**src/rtl/mem_access_adaptor.sv**
```systemverilog
// Responder side of the memory-operator access-task interface: serialises one
// load/store task into byte accesses on the byte-wide RAM/IO bus.
module mem_access_adaptor #(
    parameter logic [1:0] IO_ADDR_HI = 2'b11
) (
    input  logic        clk_in,
    input  logic        rst_in,
    input  logic        rdy_in,
    input  logic        flush_pipline,
    input  logic        have_mem_access_task,
    input  logic [31:0] mem_access_addr,
    input  logic        mem_access_rw,
    input  logic [1:0]  mem_access_size,
    input  logic [31:0] mem_access_data,
    output logic        mem_access_task_done,
    output logic [31:0] mem_access_data_out,
    input  logic [7:0]  mem_din,
    output logic [7:0]  mem_dout,
    output logic [31:0] mem_a,
    output logic        mem_wr,
    input  logic        io_buffer_full
);

    typedef enum logic [1:0] {
        IDLE    = 2'd0,
        BUSY    = 2'd1,
        RD_TAIL = 2'd2,
        DONE    = 2'd3
    } state_t;

    state_t      state_q;
    logic [31:0] addr_q;
    logic [31:0] data_q;
    logic        rw_q;
    logic [1:0]  last_q;
    logic [1:0]  k_q;
    logic [31:0] mem_a_q;
    logic [7:0]  dout_q;
    logic        wr_q;
    logic        done_q;
    logic [31:0] data_out_q;
    logic        flushed_q;
    logic        cap_valid_q;
    logic [1:0]  cap_idx_q;

    logic [1:0]  next_k_d;
    logic [31:0] next_a_d;
    logic        cur_issued_d;

    function automatic logic [7:0] byte_sel(input logic [31:0] w, input logic [1:0] idx);
        case (idx)
            2'd0:    byte_sel = w[7:0];
            2'd1:    byte_sel = w[15:8];
            2'd2:    byte_sel = w[23:16];
            default: byte_sel = w[31:24];
        endcase
    endfunction

    function automatic logic [31:0] byte_put(input logic [31:0] w, input logic [1:0] idx,
                                             input logic [7:0] b);
        logic [31:0] r;
        r = w;
        case (idx)
            2'd0:    r[7:0]   = b;
            2'd1:    r[15:8]  = b;
            2'd2:    r[23:16] = b;
            default: r[31:24] = b;
        endcase
        byte_put = r;
    endfunction

    function automatic logic [1:0] size_to_last(input logic [1:0] size);
        case (size)
            2'b00:   size_to_last = 2'd0;
            2'b01:   size_to_last = 2'd1;
            default: size_to_last = 2'd3;
        endcase
    endfunction

    function automatic logic io_stall(input logic [31:0] a, input logic full);
        io_stall = (a[17:16] == IO_ADDR_HI) && full;
    endfunction

    // Next byte address/index and whether the byte on the bus this cycle really went out.
    always_comb begin
        next_k_d = k_q + 2'd1;
        next_a_d = addr_q + {30'd0, next_k_d};
        if (rw_q) begin
            cur_issued_d = wr_q;
        end else begin
            cur_issued_d = 1'b1;
        end
    end

    // Task FSM; rdy_in low freezes every register.
    always_ff @(posedge clk_in) begin
        if (rst_in) begin
            state_q     <= IDLE;
            addr_q      <= 32'd0;
            data_q      <= 32'd0;
            rw_q        <= 1'b0;
            last_q      <= 2'd0;
            k_q         <= 2'd0;
            mem_a_q     <= 32'd0;
            dout_q      <= 8'd0;
            wr_q        <= 1'b0;
            done_q      <= 1'b0;
            data_out_q  <= 32'd0;
            flushed_q   <= 1'b0;
            cap_valid_q <= 1'b0;
            cap_idx_q   <= 2'd0;
        end else if (rdy_in) begin
            case (state_q)
                IDLE: begin
                    done_q      <= 1'b0;
                    wr_q        <= 1'b0;
                    cap_valid_q <= 1'b0;
                    if (have_mem_access_task && !flush_pipline) begin
                        addr_q     <= mem_access_addr;
                        data_q     <= mem_access_data;
                        rw_q       <= mem_access_rw;
                        last_q     <= size_to_last(mem_access_size);
                        k_q        <= 2'd0;
                        flushed_q  <= 1'b0;
                        data_out_q <= 32'd0;
                        mem_a_q    <= mem_access_addr;
                        wr_q       <= mem_access_rw && !io_stall(mem_access_addr, io_buffer_full);
                        dout_q     <= mem_access_rw ? mem_access_data[7:0] : 8'd0;
                        state_q    <= BUSY;
                    end
                end
                BUSY: begin
                    if (!rw_q && flush_pipline) begin
                        state_q     <= IDLE;
                        wr_q        <= 1'b0;
                        cap_valid_q <= 1'b0;
                    end else begin
                        if (cap_valid_q) begin
                            data_out_q <= byte_put(data_out_q, cap_idx_q, mem_din);
                        end
                        // A flushed store still finishes so memory never sees a torn write.
                        if (flush_pipline) begin
                            flushed_q <= 1'b1;
                        end
                        cap_valid_q <= 1'b0;
                        if (cur_issued_d) begin
                            if (!rw_q) begin
                                cap_valid_q <= 1'b1;
                                cap_idx_q   <= k_q;
                            end
                            if (k_q == last_q) begin
                                wr_q   <= 1'b0;
                                dout_q <= 8'd0;
                                if (!rw_q) begin
                                    state_q <= RD_TAIL;
                                end else if (flushed_q || flush_pipline) begin
                                    state_q <= IDLE;
                                end else begin
                                    state_q <= DONE;
                                    done_q  <= 1'b1;
                                end
                            end else begin
                                k_q     <= next_k_d;
                                mem_a_q <= next_a_d;
                                dout_q  <= rw_q ? byte_sel(data_q, next_k_d) : 8'd0;
                                wr_q    <= rw_q && !io_stall(next_a_d, io_buffer_full);
                            end
                        end else begin
                            wr_q <= !io_stall(mem_a_q, io_buffer_full);
                        end
                    end
                end
                RD_TAIL: begin
                    cap_valid_q <= 1'b0;
                    if (flush_pipline) begin
                        state_q <= IDLE;
                    end else begin
                        if (cap_valid_q) begin
                            data_out_q <= byte_put(data_out_q, cap_idx_q, mem_din);
                        end
                        state_q <= DONE;
                        done_q  <= 1'b1;
                    end
                end
                DONE: begin
                    done_q  <= 1'b0;
                    state_q <= IDLE;
                end
                default: begin
                    state_q <= IDLE;
                    wr_q    <= 1'b0;
                    done_q  <= 1'b0;
                end
            endcase
        end
    end

    assign mem_a                = mem_a_q;
    assign mem_dout             = dout_q;
    assign mem_wr               = wr_q & rdy_in;
    assign mem_access_task_done = done_q;
    assign mem_access_data_out  = data_out_q;

endmodule

```
**config.mk**
```make
export PLATFORM = sky130hd
export DESIGN_NAME = mem_access_adaptor
export DESIGN_NICKNAME = d
export VERILOG_FILES = /design/src/rtl/mem_access_adaptor.sv
export SDC_FILE = /design/constraint.sdc
export NUM_CORES = 1
export LEC_CHECK = 0
export BUFFER_PORTS_ARGS = -buffer_cell sky130_fd_sc_hd__buf_4
export CAP_MARGIN = 20
export CORE_ASPECT_RATIO = 0.7
export CORE_MARGIN = 2
export CORE_UTILIZATION = 54
export CTS_CLUSTER_SIZE = 30
export DETAILED_ROUTE_END_ITERATION = 7
export PLACE_DENSITY = 0.79
export SYNTH_ARGS = -nofsm -noshare
export SYNTH_HDL_FRONTEND = slang
export SYNTH_SLANG_ARGS = --single-unit
```
**constraint.sdc**
```tcl
create_clock -name clk_in -period 3.1 [get_ports clk_in]
set_input_delay 0.155 -clock clk_in [delete_from_list [all_inputs] [get_ports clk_in]]
set_output_delay 0.155 -clock clk_in [all_outputs]
set_load 0.02 [all_outputs]
```
## Word-level counts from Yosys, hierarchy flattened

Index checks and enable logic that the tools add are counted.

- Register bits after elaboration: 149
- Latch bits: 0
- Memory bits (writable): 0
- ROM bits: 0
- Bits of input ports: 81
- Output and inout bits: 74
- Word-level logic and storage cells: 132
- Memories kept: 0

- Add/sub/neg operators: 2
- $mul: 0
- Div/mod/pow operators: 0
- Order comparisons: 0
- Equality and inequality tests: 23
- Shifts and indexed selects: 0
- Muxes and demuxes: 57
- Bitwise logic cells: 3
- Reductions and logical operators: 33

Operator list:

| kind | count |
|---|---|
| 32-bit 2-to-1 mux | 8 |
| 32-bit case mux with 3 select lines | 1 |
| 8-bit 2-to-1 mux | 10 |
| 32-bit case mux with 2 select lines | 1 |
| 32-bit by 2-bit adder with 32-bit output | 1 |
| 8-bit case mux with 3 select lines | 1 |
| 2-bit 2-to-1 mux | 11 |
| 5-bit AND reduction | 4 |
| 2-bit inequality test, second input constant | 9 |
| 1-bit 2-to-1 mux | 17 |
| 8-bit case mux with 2 select lines | 1 |
| 2-bit equality test, second input constant | 7 |
| 2-bit by 1-bit equality test with 1-bit output, second input constant | 4 |
| 2-bit logical NOT | 4 |
| 2-bit case mux with 2 select lines | 2 |
| 2-bit case mux with 4 select lines | 1 |
| 1-bit logical AND | 7 |
| 7-bit AND reduction | 1 |
| 3-bit inequality test, second input constant | 2 |
| 1-bit case mux with 2 select lines | 3 |
| 6-bit AND reduction | 1 |
| 1-bit logical NOT | 5 |
| 2-bit AND reduction | 2 |
| 4-bit AND reduction | 1 |
| 11 further kinds | 14 |

## Depth between registers and ports, before layout

- Word-level depth: 10
- Depth in mapped cells: 10
- Gate-level depth less buffers: 8

## Worst setup path before layout

OpenSTA, ideal clock, no wires.

- Kind: flip-flop to flip-flop
- From: register k_q[0]
- To: register wr_q
- Setup time: 114 ps
- Arrival: 2328 ps
- Required time: 2986 ps
- Path slack: 658 ps
- Stages on the path, launching flop included: 10
- Buffers on the path: 1
- Clock period less this slack: 2442 ps
- Cell sequence: dfxtp_1 inv_1 ha_1 ha_1 a21o_1 clkbuf_1 and4b_1 a22o_1 o211a_1 a2111oi_0

- Cells in the longest elaborated chain, start to end: 10
- Elaborated cells on any way between the ends: 11
- Those cells by class: add/sub (2); eq/ne (2); mux (4); reduce/logical (3)

RTL lines:

| what | line | RTL |
|---|---|---|
| start: declaration | 36 | `logic [1:0] k_q;` |
| start signal: assignment | 163 | `k_q <= next_k_d;` |
| 2-bit by 1-bit adder with 2-bit output | 86 | `next_k_d = k_q + 2'd1;` |
| 32-bit by 2-bit adder with 32-bit output | 87 | `next_a_d = addr_q + {30'd0, next_k_d};` |
| 2-bit equality test | 81 | `io_stall = (a[17:16] == IO_ADDR_HI) && full;` |
| 1-bit logical AND | 81 |  |
| 1-bit logical NOT | 166 | `wr_q <= rw_q && !io_stall(next_a_d, io_buffer_full);` |
| 1-bit logical AND | 166 |  |
| 1-bit 2-to-1 mux * | 151 | `if (k_q == last_q) begin` |
| 1-bit 2-to-1 mux * | 146 | `if (cur_issued_d) begin` |
| 1-bit 2-to-1 mux * | 133 | `if (!rw_q && flush_pipline) begin` |
| 1-bit case mux with 2 select lines * | 113 | `case (state_q)` |
| end signal: assignment | 127 | `wr_q <= mem_access_rw && !io_stall(mem_access_addr, io_buffer_full);` |
| end signal: assignment | 166 |  |
| end signal: assignment | 169 | `wr_q <= !io_stall(mem_a_q, io_buffer_full);` |
| end: declaration | 39 | `logic wr_q;` |

Mark *: on every way between the ends. The rest lies on a longest branch, timed or not.
A chain may end at the register's enable or synchronous reset.

## Worst setup path in the final report

- From: register k_q[0]
- To: register mem_a_q[18] (netlist: mem_a[18])

- Cells in the longest elaborated chain, start to end: 6
- Elaborated cells on any way between the ends: 9
- Those cells by class: add/sub (2); eq/ne (2); mux (4); reduce/logical (1)

RTL lines:

| what | line | RTL |
|---|---|---|
| 2-bit by 1-bit adder with 2-bit output | 86 |  |
| 32-bit by 2-bit adder with 32-bit output | 87 |  |
| 32-bit 2-to-1 mux | 151 |  |
| 32-bit 2-to-1 mux | 146 |  |
| 32-bit 2-to-1 mux | 133 |  |
| 32-bit case mux with 2 select lines | 113 |  |
| end signal: assignment | 126 | `mem_a_q <= mem_access_addr;` |
| end signal: assignment | 164 | `mem_a_q <= next_a_d;` |
| end: declaration | 37 | `logic [31:0] mem_a_q;` |

Parallel ways exist; a longest one is shown, timed or not. The select of a mux whose other input is x is not followed.

==> metrics.yaml <==
critPathKind: "reg2reg"
num_antenna_cells: 0
synth_commonest_cells: "169 x nand2_1, 149 x dfxtp_1, 90 x a21oi_1"
track_usage_pct: 28.69
grt_max_degree: 68
insertion_delay_ps: 430
crit_path_end_kind: "flip-flop"
tritoncts: "built"
crit_fanout: 9
syn_area_um2: 7012
cpLargestDelayFamily: "adder cells"
synth_edf_count: 0
status: "finished clean"
drt_iter0_markers: 529
synthCells: 855
via_count: 6924
core-area_um2: 12550
peakVddDrop_v: 0.0004189
max_stage_delay_ps: 450
worstReg2RegEnd: "mem_a[18]$_SDFFE_PP0P_"
synth_nets: 947
hold_buffers: 53
tightest_slew_ps: 797.4
critPathBufInv: 1
ys_types: 66
first_global_vias: 6357
routabilityCongestion: 0.9158
drc: 0
io_buffers: 154
overflow: 0
rows: 34
vias_per_cell: 5.727
grt_pass1_wl_um: 32160
antenna_found_initial: 0
worstReg2RegStart: "k_q[0]$_SDFFE_PP0P_"
wl_per_cell_um: 16.54
ys_async_sr_fraction_pct: 0
final_max_slew_viol_count: 0
fmax_ghz: 0.3624
max_cap_violations: 0
min_path_cells: 3
ys_ff_latch: 149
skew_ps: 11.82
hold_path_end: "data_q[5]$_SDFFE_PP0P_"
die_x_um: 140.2
syn_avg_cell_area_um2: 8.201
pin_count: 155
worst_ep_required_time_ps: 3420
area_growth_pct: 32.78
numCtsBuffers: 17
hpwl_um: 13250
wl_um: 20000
clk_pin_slew_worst_paths_ps: 60
nets: 1126
fin_tns_setup_ps: 0
start_kind: "flip-flop"
synth_top_area_share_pct: 42.54
die_area_um2: 13930
hold_class: "in2reg"
initial_core_util_pct: 55.87
final_cell_area_um2: 9310
htreeDepth: 4
crit_arrival_ps: 3070
crit_path_cell_trace: "inv_1, ha_1, fa_1, nand3_1, nor3_1, nand2_1, a311o_1, a22o_1"
synth_area_leaders: "dfxtp_1 43%, nand2_1 9.0%, a21oi_1 6.4%"
synth_most_common_cell: "nand2_1"
die_h_um: 99.34
drt_first_pass_iters: 5
nFillCells: 1022
yosys_warnings: 0
post_dp_cell_area_um2: 8209
clk_path_buf_depth: 2
ctsResizeCount: 0
power.density_nw_per_um2: 501.3
rsz0062_at_grt: "false"
cts_sinks: 149
postRouteAntennaNets: 0
p_leak_nw: 3.766
r2r_cells: 8
finalCritPeriodShare_pct: 89.00
cts-root-buf: "clkbuf_16"
ff2ff_setup_slack_ps: 340
maxSlewHeadroom_pct: 46.73
setup_viol: 0
fin_crit_ps: 2759
synthFlopType: "dfxtp_1"
cts_setup_buffers: 0
cp_slowest_cell: "nor3_1"
drive_gt1_share_pct: 21.01
synth_largest_area_cell: "dfxtp_1"
hold_viol: 0
min_from: "mem_access_data[5]"
seq_area_frac_synth_pct: 42.54
[power breakdown]
group	internal [mW]	leakage [nW]	switching (mW)	total [mW]
Combinational	0.284	2.29	0.343	0.626
Clock	1.12	0.270	0.881	2.00
Sequential	1.98	1.21	0.0549	2.04
Total	3.39	3.77	1.28	4.67
[through the flow]
| stage | utilization (%) | instances | setup WS (ps) | power, mW | hold WS [ps] |
|---|---|---|---|---|---|
| floorplan | - | 855 | 657.5 | 2.409 | 291.0 |
| global placement | 65.41 | 1124 | 556.1 | 2.631 | 406.6 |
| detailed placement | 65.41 | 1124 | 387.4 | 2.640 | 412.7 |
| CTS | 74.19 | 1209 | 382.5 | 4.674 | 0.4409 |
| global route | 74.19 | 1209 | 176.2 | 4.835 | 13.64 |
| finish | 74.19 | 1209 | 340.9 | 4.668 | 0.9686 |
[area by class of cell]
cell class                 count  area [um^2]  share of cell area [%]
multi-input combinational    629         3695                   39.69
sequential                   149         2983                   32.04
timing repair buffer         223         1807                   19.41
clock buffer                  17        425.4                   4.569
tap                          162        202.7                   2.177
clock inverter                15        145.1                   1.559
inverter                      14        52.55                  0.5644
[metal layers]
layer	wire length, um	vias to the layer above	track usage, %
li1	-	3356	-
met1	9283	3229	40.50
met2	8774	312	44.98
met3	1627	27	5.489
met4	311	0	8.547
met5	0	-	0
[placed cells by master (no fill, tap or decap), types with 3 or more instances in the layout]
cell	n
ha_1	9
mux2i_1	38
nor3_1	24
clkinvlp_4	4
nor2_1	77
nor4b_1	5
nand4_1	9
o21a_1	8
xor2_1	8
dlygate4sd3_1	53
a22o_1	3
and3_1	5
a222oi_1	8
a211oi_1	12
xnor2_1	19
inv_1	14
o21ai_0	12
buf_4	170
nand3_1	22
nand4b_1	4
nand4_2	5
nand2_1	169
a211o_1	8
o22ai_1	11
o211ai_1	8
nor2b_1	6
inv_6	4
dfxtp_1	149
nand2b_1	3
nor4_1	9
or3_1	3
a22oi_1	8
a21oi_1	90
clkbuf_16	17
and2_1	9
[cell families (layout without fill, tap and decap cells)]
logic type	Yosys count	count (layout)	share of synthesized area [%]
xor gates and xnor gates	27	27	3.373
buffers and inverters	77	269	4.943
muxes	38	38	5.425
and+or+nand+nor	369	369	24.96
DFF	149	149	42.54
AOI/OAI and AO/OA	184	184	16.69
adders and majority gates	11	11	2.070
[flip-flops by register name, indices dropped and copies added (netlist names)]
name and count:
data_q 32, k_q 2, flushed_q 1, addr_q 32, mem_access_task_done 1, mem_dout 8, rw_q 1, mem_a 32
cap_valid_q 1, last_q 2, state_q 2, mem_access_data_out 32, cap_idx_q 2, wr_q 1
[how the worst max path moves through the flow]
stage | from | end | slack (ps) | cells past startpoint
2_1_floorplan | k_q[0]$_SDFFE_PP0P_ | wr_q$_SDFFE_PP0P_ | 660 | 9
3_3_place_gp | k_q[0]$_SDFFE_PP0P_ | mem_a[18]$_SDFFE_PP0P_ | 560 | 8
3_5_place_dp | k_q[0]$_SDFFE_PP0P_ | mem_a[18]$_SDFFE_PP0P_ | 390 | 8
4_1_cts | k_q[0]$_SDFFE_PP0P_ | mem_a[18]$_SDFFE_PP0P_ | 380 | 8
5_1_grt | k_q[0]$_SDFFE_PP0P_ | mem_a[18]$_SDFFE_PP0P_ | 180 | 8
6_report | k_q[0]$_SDFFE_PP0P_ | mem_a[18]$_SDFFE_PP0P_ | 340 | 8
[worst min-delay path, stage by stage]
cell	delay, ps
buf_4	120
nand2_1	50
a21oi_1	50
(Power assumes the default switching activity.)
